--- config.mk ---
export PLATFORM = sky130hd
export DESIGN_NAME = math_core_alu
export DESIGN_NICKNAME = d
export VERILOG_FILES = /design/src/rtl/math_core_alu.sv
export SDC_FILE = /design/constraint.sdc
export NUM_CORES = 2
export LEC_CHECK = 0
export CAP_MARGIN = 20
export CELL_PAD_IN_SITES_DETAIL_PLACEMENT = 0
export CELL_PAD_IN_SITES_GLOBAL_PLACEMENT = 1
export CORE_MARGIN = 3
export CORE_UTILIZATION = 54
export DETAILED_ROUTE_END_ITERATION = 7
export PLACE_DENSITY = 0.95
export SLEW_MARGIN = 20
export SYNTH_ARGS = -nofsm -noshare
export SYNTH_HDL_FRONTEND = slang
export SYNTH_SLANG_ARGS = --single-unit
--- constraint.sdc ---
create_clock -name clk -period 15.4 [get_ports clk]
set_input_delay 2.31 -clock clk [delete_from_list [all_inputs] [get_ports clk]]
set_output_delay 2.31 -clock clk [all_outputs]
set_load 0.01 [all_outputs]
--- src/rtl/math_core_alu.sv ---
// math_core_alu: two-stage valid/ready math engine (add/sub/mul/max) with a
// saturating, reloadable completion counter for state migration across swaps.
// Bit 0 of every vector port is the MSB.
module math_core_alu #(
    parameter int DW = 32,
    parameter int CW = 32
) (
    input  logic          clk,
    input  logic          rst,
    input  logic [0:1]    mode,
    input  logic          in_valid,
    output logic          in_ready,
    input  logic [0:DW-1] ain,
    input  logic [0:DW-1] bin,
    output logic          out_valid,
    input  logic          out_ready,
    output logic [0:DW-1] result,
    output logic          ovf,
    output logic [0:CW-1] statistic,
    input  logic          stat_ld,
    input  logic [0:CW-1] stat_din,
    input  logic          flush,
    output logic          busy
);

    // Operation datapath: returns {ovf, result}, all arithmetic unsigned mod 2^DW.
    function automatic logic [DW:0] alu_op(input logic [1:0] op,
                                           input logic [DW-1:0] a,
                                           input logic [DW-1:0] b);
        logic [DW:0]     ext;
        logic [2*DW-1:0] prod;
        ext    = '0;
        prod   = '0;
        alu_op = '0;
        case (op)
            2'b00: alu_op = {1'b0, a} + {1'b0, b};
            2'b01: begin
                // Bit DW of the extended difference is the borrow (a < b).
                ext    = {1'b0, a} - {1'b0, b};
                alu_op = {ext[DW], ext[DW-1:0]};
            end
            2'b10: begin
                prod   = {{DW{1'b0}}, a} * {{DW{1'b0}}, b};
                alu_op = {|prod[2*DW-1:DW], prod[DW-1:0]};
            end
            default: alu_op = {1'b0, (a > b) ? a : b};
        endcase
    endfunction

    // Saturating increment: sticks at all-ones instead of wrapping.
    function automatic logic [CW-1:0] sat_inc(input logic [CW-1:0] v);
        sat_inc = (&v) ? v : v + {{(CW-1){1'b0}}, 1'b1};
    endfunction

    logic [0:DW-1] r_a_p1;
    logic [0:DW-1] r_b_p1;
    logic [1:0]    r_mode_p1;
    logic          r_vld_p1;
    logic [0:DW-1] r_res_p2;
    logic          r_ovf_p2;
    logic          r_vld_p2;
    logic [0:CW-1] r_stat;

    logic          w_take_p2;
    logic          w_acc;
    logic          w_adv;
    logic          w_hs;
    logic [DW:0]   w_alu_p1;

    // Flush blocks new accepts and suppresses the handshake/transfer of its cycle.
    assign w_take_p2 = !r_vld_p2 || out_ready;
    assign in_ready  = !flush && (!r_vld_p1 || w_take_p2);
    assign w_acc     = in_valid && in_ready;
    assign w_adv     = r_vld_p1 && w_take_p2 && !flush;
    assign w_hs      = r_vld_p2 && out_ready && !flush;
    assign w_alu_p1  = alu_op(r_mode_p1, r_a_p1, r_b_p1);

    assign out_valid = r_vld_p2;
    assign result    = r_res_p2;
    assign ovf       = r_ovf_p2;
    assign statistic = r_stat;
    assign busy      = r_vld_p1 || r_vld_p2;

    // Stage-occupancy flags and completion counter (load beats a same-cycle completion).
    always_ff @(posedge clk or negedge rst) begin
        if (!rst) begin
            r_vld_p1 <= 1'b0;
            r_vld_p2 <= 1'b0;
            r_stat   <= '0;
        end else begin
            if (flush)      r_vld_p1 <= 1'b0;
            else if (w_acc) r_vld_p1 <= 1'b1;
            else if (w_adv) r_vld_p1 <= 1'b0;

            if (flush)      r_vld_p2 <= 1'b0;
            else if (w_adv) r_vld_p2 <= 1'b1;
            else if (w_hs)  r_vld_p2 <= 1'b0;

            if (stat_ld)    r_stat <= stat_din;
            else if (w_hs)  r_stat <= sat_inc(r_stat);
        end
    end

    // ---- stage 1: operand capture on accept ----
    always_ff @(posedge clk) begin
        if (w_acc) begin
            r_a_p1    <= ain;
            r_b_p1    <= bin;
            r_mode_p1 <= mode;
        end
    end

    // ---- stage 2: result register, held while the consumer stalls ----
    always_ff @(posedge clk or negedge rst) begin
        if (!rst) begin
            r_res_p2 <= '0;
            r_ovf_p2 <= 1'b0;
        end else if (w_adv) begin
            r_res_p2 <= w_alu_p1[DW-1:0];
            r_ovf_p2 <= w_alu_p1[DW];
        end
    end

endmodule

Word level (Yosys, flattened, before mapping)
Cells that the tools add are included.

storage, ports and cells
  flip-flop bits (word level) = 133
  output and inout port bits = 68
  logic and storage cells = 46

cells by class
  add/sub/neg operators = 3
  multiply operators = 1
  magnitude comparators = 1
  equal/unequal tests = 3
  muxes and demuxes = 11
  reductions and logical operators = 19

operators by type and width
  kind                     number
  $mux W32                 4
  $pmux W33 S3             1
  $mul A32 B32 Y64         1
  $add A32 B32 Y33         1
  $sub A32 B32 Y33         1
  $add A32 B1 Y32 const B  1
  $gt A32 B32 Y1           1
  $reduce_and A32 Y1       1
  $reduce_or A32 Y1        1
  $logic_and A1 B1 Y1      6
  $mux W1                  6
  $reduce_bool A3 Y1       2
  $logic_not A1 Y1         3
  $logic_or A1 B1 Y1       3
  $eq A2 B1 Y1 const B     1
  $eq A2 B2 Y1 const B     1
  $logic_not A2 Y1         1
  $ne A2 B2 Y1 const B     1
  $reduce_and A2 Y1        1
  $reduce_bool A2 Y1       1

Depth between registers and ports, before layout
  depth after elaboration = 7
  depth in mapped cells = 30

Worst setup path after synthesis
OpenSTA, ideal clock, no wires.

  path kind = register to register
  from = register r_a_p1[9] (netlist bit)
  to = register r_ovf_p2, in the netlist ovf
  setup time = 125 ps
  arrival = 7630 ps
  path slack = 7645 ps
  stages on the path, launching flop included = 27
  buffers on the path = 1
  path through = edfxtp_1 clkbuf_1 nand2_1 fa_1 inv_1 fa_1 inv_1 fa_1 inv_1 fa_1 fa_1 fa_1 fa_1 fa_1 ha_1 a21oi_2 o211ai_4 a21boi_4 or3b_1 o2111ai_2 a21oi_2 or3_1 a2111o_1 nor4_2 nand4_1 nor4_1 nor2_1

between the ends
  longest elaborated chain between the ends = 3

RTL lines
  item                      line  text
  start: declaration        55    logic [0:DW-1] r_a_p1;
  start signal: assignment  107   r_a_p1 <= ain;
  $mul A32 B32 Y64          43    prod = {{DW{1'b0}}, a} * {{DW{1'b0}}, b};
  $reduce_or A32 Y1         44    alu_op = {|prod[2*DW-1:DW], prod[DW-1:0]};
  $pmux W33 S3 (*)          35    case (op)
  end signal: assignment    120   r_ovf_p2 <= w_alu_p1[DW];
  end: declaration          60    logic r_ovf_p2;

Mark *: on every way between the ends. The rest lies on a longest branch, timed or not.
A chain may end at the register's enable or synchronous reset.

Worst setup path in the final report
  from = register r_a_p1[14] (netlist bit)
  to = register r_ovf_p2, in the netlist ovf

The elaborated chain is that of the path after synthesis.

==> impl_results.md <==
- Post-Syn Area: approximately 42000 µm²
- Critical hold path startpoint: result[15]
- Largest net degree at the start of global routing: between 60 and 70
- CTS tree: yes
- Multi-input gate area: roughly 35000 µm²
- Final cell count without fillers: between 5000 and 6000
- Via/cell ratio: just under 6
- DRT Wirelength: ~130000 µm
- Clk Latency, worst-skew pair: around 480 ps
- Slew headroom: between 30% and 40%
- Area leader, netlist: fa_1
- Die height: approximately 290 µm
- Clock-pin slew on the worst setup and hold paths: approximately 90 ps
- Most frequent CP cell: fa_1
- Yosys reg bits: about 130
- Drt drc: 0
- Async SR Flop Fraction: approximately half
- Yosys warns: 0
- Die Wd: roughly 290 µm
- Worst Path Buf+Inv: 3
- Cts repair resizes: 0
- Port bufs: 171
- Sequential-to-total area share from yosys stat: ~8.7%
- Die Area: ~80000 µm²
- Ports: about 170
- CP required: roughly 16000 ps
- Sink Count: around 130
- Layout cell share with drive strength beyond 1: ~3.2%
- Least-Margin Pin Slew: ~960 ps
- Drt wl/cell: roughly 23 µm
- FF-to-FF Start: r_a_p1[14]
- Starting Density: a little under three fifths
- Total CTS buffers: 17
- Vias in the first global route: 36100
- Root buffer cell: clkbuf_16
- Register area: 3660 µm²
- Hold slack: slightly below 500 ps
- Hold Path Class: reg -> reg
- GR Overflow Total: 0
- Clock Skew: around 25 ps
- DP HPWL: roughly 100000 µm
- Tcrit/Tclk final: between 50% and 60%
- Mapped Cells: around 4600
- Worst-path fanout max: 30
- Row count: roughly 100
- Synth cell types: 99
- Global placement routability congestion: roughly 1
- Fin Setup TNS: 0 ps
- Synth Flop Type: dfrtp_1
- Drt pass-1 iters: 6
- Outcome: complete, no violations
- Startpoint types: flip-flop
- Global-route wire length before repair: between 200000 and 250000 µm
- Slowest CP cell: fa_1
- MaxCap Viol Count: 0
- EDFF count, synth: 66
- Setup Buffers After CTS: 0
- Critical path class: reg -> reg
- Critical Path Start: r_a_p1[14]
- Diode count: 0
- H-tree depth: 4
- Area Overhead vs Synth: 7.17%
- # hold bufs at CTS: 0
- Nets: 5958
- Initial antenna violation count: 2
- Max-slew violation count: 0
- Max Buffers Root-to-Sink: 2
- Tmin final: roughly 8900 ps
- DR iter-0 viols: between 3000 and 4000
- Synth area leaders: fa_1 43%, ha_1 9.7%, and2_1 8.5%
- Signal arrival time at the worst endpoint: approximately 9300 ps
- Synth top area share: a little over two fifths
- Placed cells: between 5000 and 6000
- Fmax: ~0.11 GHz
- Setup-failing EPs final: 0
- Critical Path Sink Type: flip-flop
- Largest stage delay, worst path: around 590 ps
- Delay-heaviest family, CP: adder cells
- Core area: around 77000 µm²
- Unrepaired setup endpoints after global routing: false
- Via count: about 33000
- Syn Area/Cell: 9.10 µm²
- Mapped Nets: 5971
- Gr usage total: roughly 33%
- Number of fill cells: 6569
- Fin. Hold Viols: 0
- Antenna-violating nets left: 0
## state kept, by name, summed over array words and instances (netlist names)
register	count
out_valid	1
ovf	1
r_a_p1	32
r_b_p1	32
r_mode_p1	2
result	32
r_vld_p1	1
statistic	32
## kinds of logic after synthesis
group                    count (synthesis)  share of synthesized area (%)
multiplexers                            23                          0.551
adder cells (fa/ha/maj)               1226                           52.3
buffers and inverters                 1068                           9.69
AND/OR/NAND/NOR                       1524                           18.1
XOR/XNOR                               103                           2.14
flip-flops                             133                           8.66
AO/OA/AOI/OAI                          564                           8.57
## worst reg2reg max path: cells and delay by family (launching register included)
family                   cells  cell delay (ps)
adder cells (fa/ha/maj)     10             4810
AND/OR/NAND/NOR              6             1380
AO/OA/AOI/OAI                6             1380
buffers and inverters        3              680
flip-flops                   1              560
## cells in the mapped netlist, drive strengths merged, types with 16 or more instances
cell,n
a21o,42
a21oi,141
a31oi,21
and2,577
and3,16
buf,31
clkbuf,246
dfrtp,67
edfxtp,66
fa,898
ha,328
inv,790
mux2i,21
nand2,607
nand3,37
nand4,35
nor2,138
nor3,33
o211ai,23
o21ai,189
or3,16
xnor2,53
xor2,50
## worst paths after layout
path,to,slack [ps],cells past startpoint
max in group asynchronous,result[2],12720,2
max,ovf,6490,25
min,result[15],490,2
min reg2reg,result[15],490,2
min in group asynchronous,statistic[26],2050,2
max reg2reg,ovf,6490,25
## per-stage QoR
| step | setup slack [ps] | instance area [µm²] | util (%) |
|---|---|---|---|
| final | 6490 | 45300 | 59.0 |
| after global routing | 6180 | 45300 | 59.0 |
| after CTS | 6600 | 45300 | 59.0 |
| after detailed placement | 6610 | 44700 | 58.2 |
| after global placement | 6760 | 44700 | 58.2 |
| after floorplan | 7650 | 42200 | - |
## routing by layer
layer	vias up	GRT usage (%)	wire length, µm
met3	292	7.50	12700
met1	17000	44.5	51800
met4	2	10.1	4660
met5	-	0	50
li1	14300	-	-
met2	1713	52.1	59200
## cell usage in the layout (no fill, tap or decap), types with 53 or more instances in the layout
| master | count |
|---|---|
| inv_1 | 789 |
| o21ai_0 | 149 |
| xnor2_1 | 53 |
| nand2_1 | 607 |
| dfrtp_1 | 67 |
| fa_1 | 898 |
| edfxtp_1 | 66 |
| clkdlybuf4s50_1 | 169 |
| ha_1 | 328 |
| and2_1 | 576 |
| nor2_1 | 138 |
| a21oi_1 | 134 |
| buf_4 | 74 |
## cell type report
class,instances,area share [%]
timing repair buffer,245,4.99
clock buffer,17,0.940
multi-input combinational,3440,76.2
clock inverter,15,0.351
inverter,791,6.56
tap,1030,2.85
sequential,133,8.08
Power is left out: the tool's default activity adds up to more than one toggle a clock period on the data nets, which glitch-free logic cannot reach.
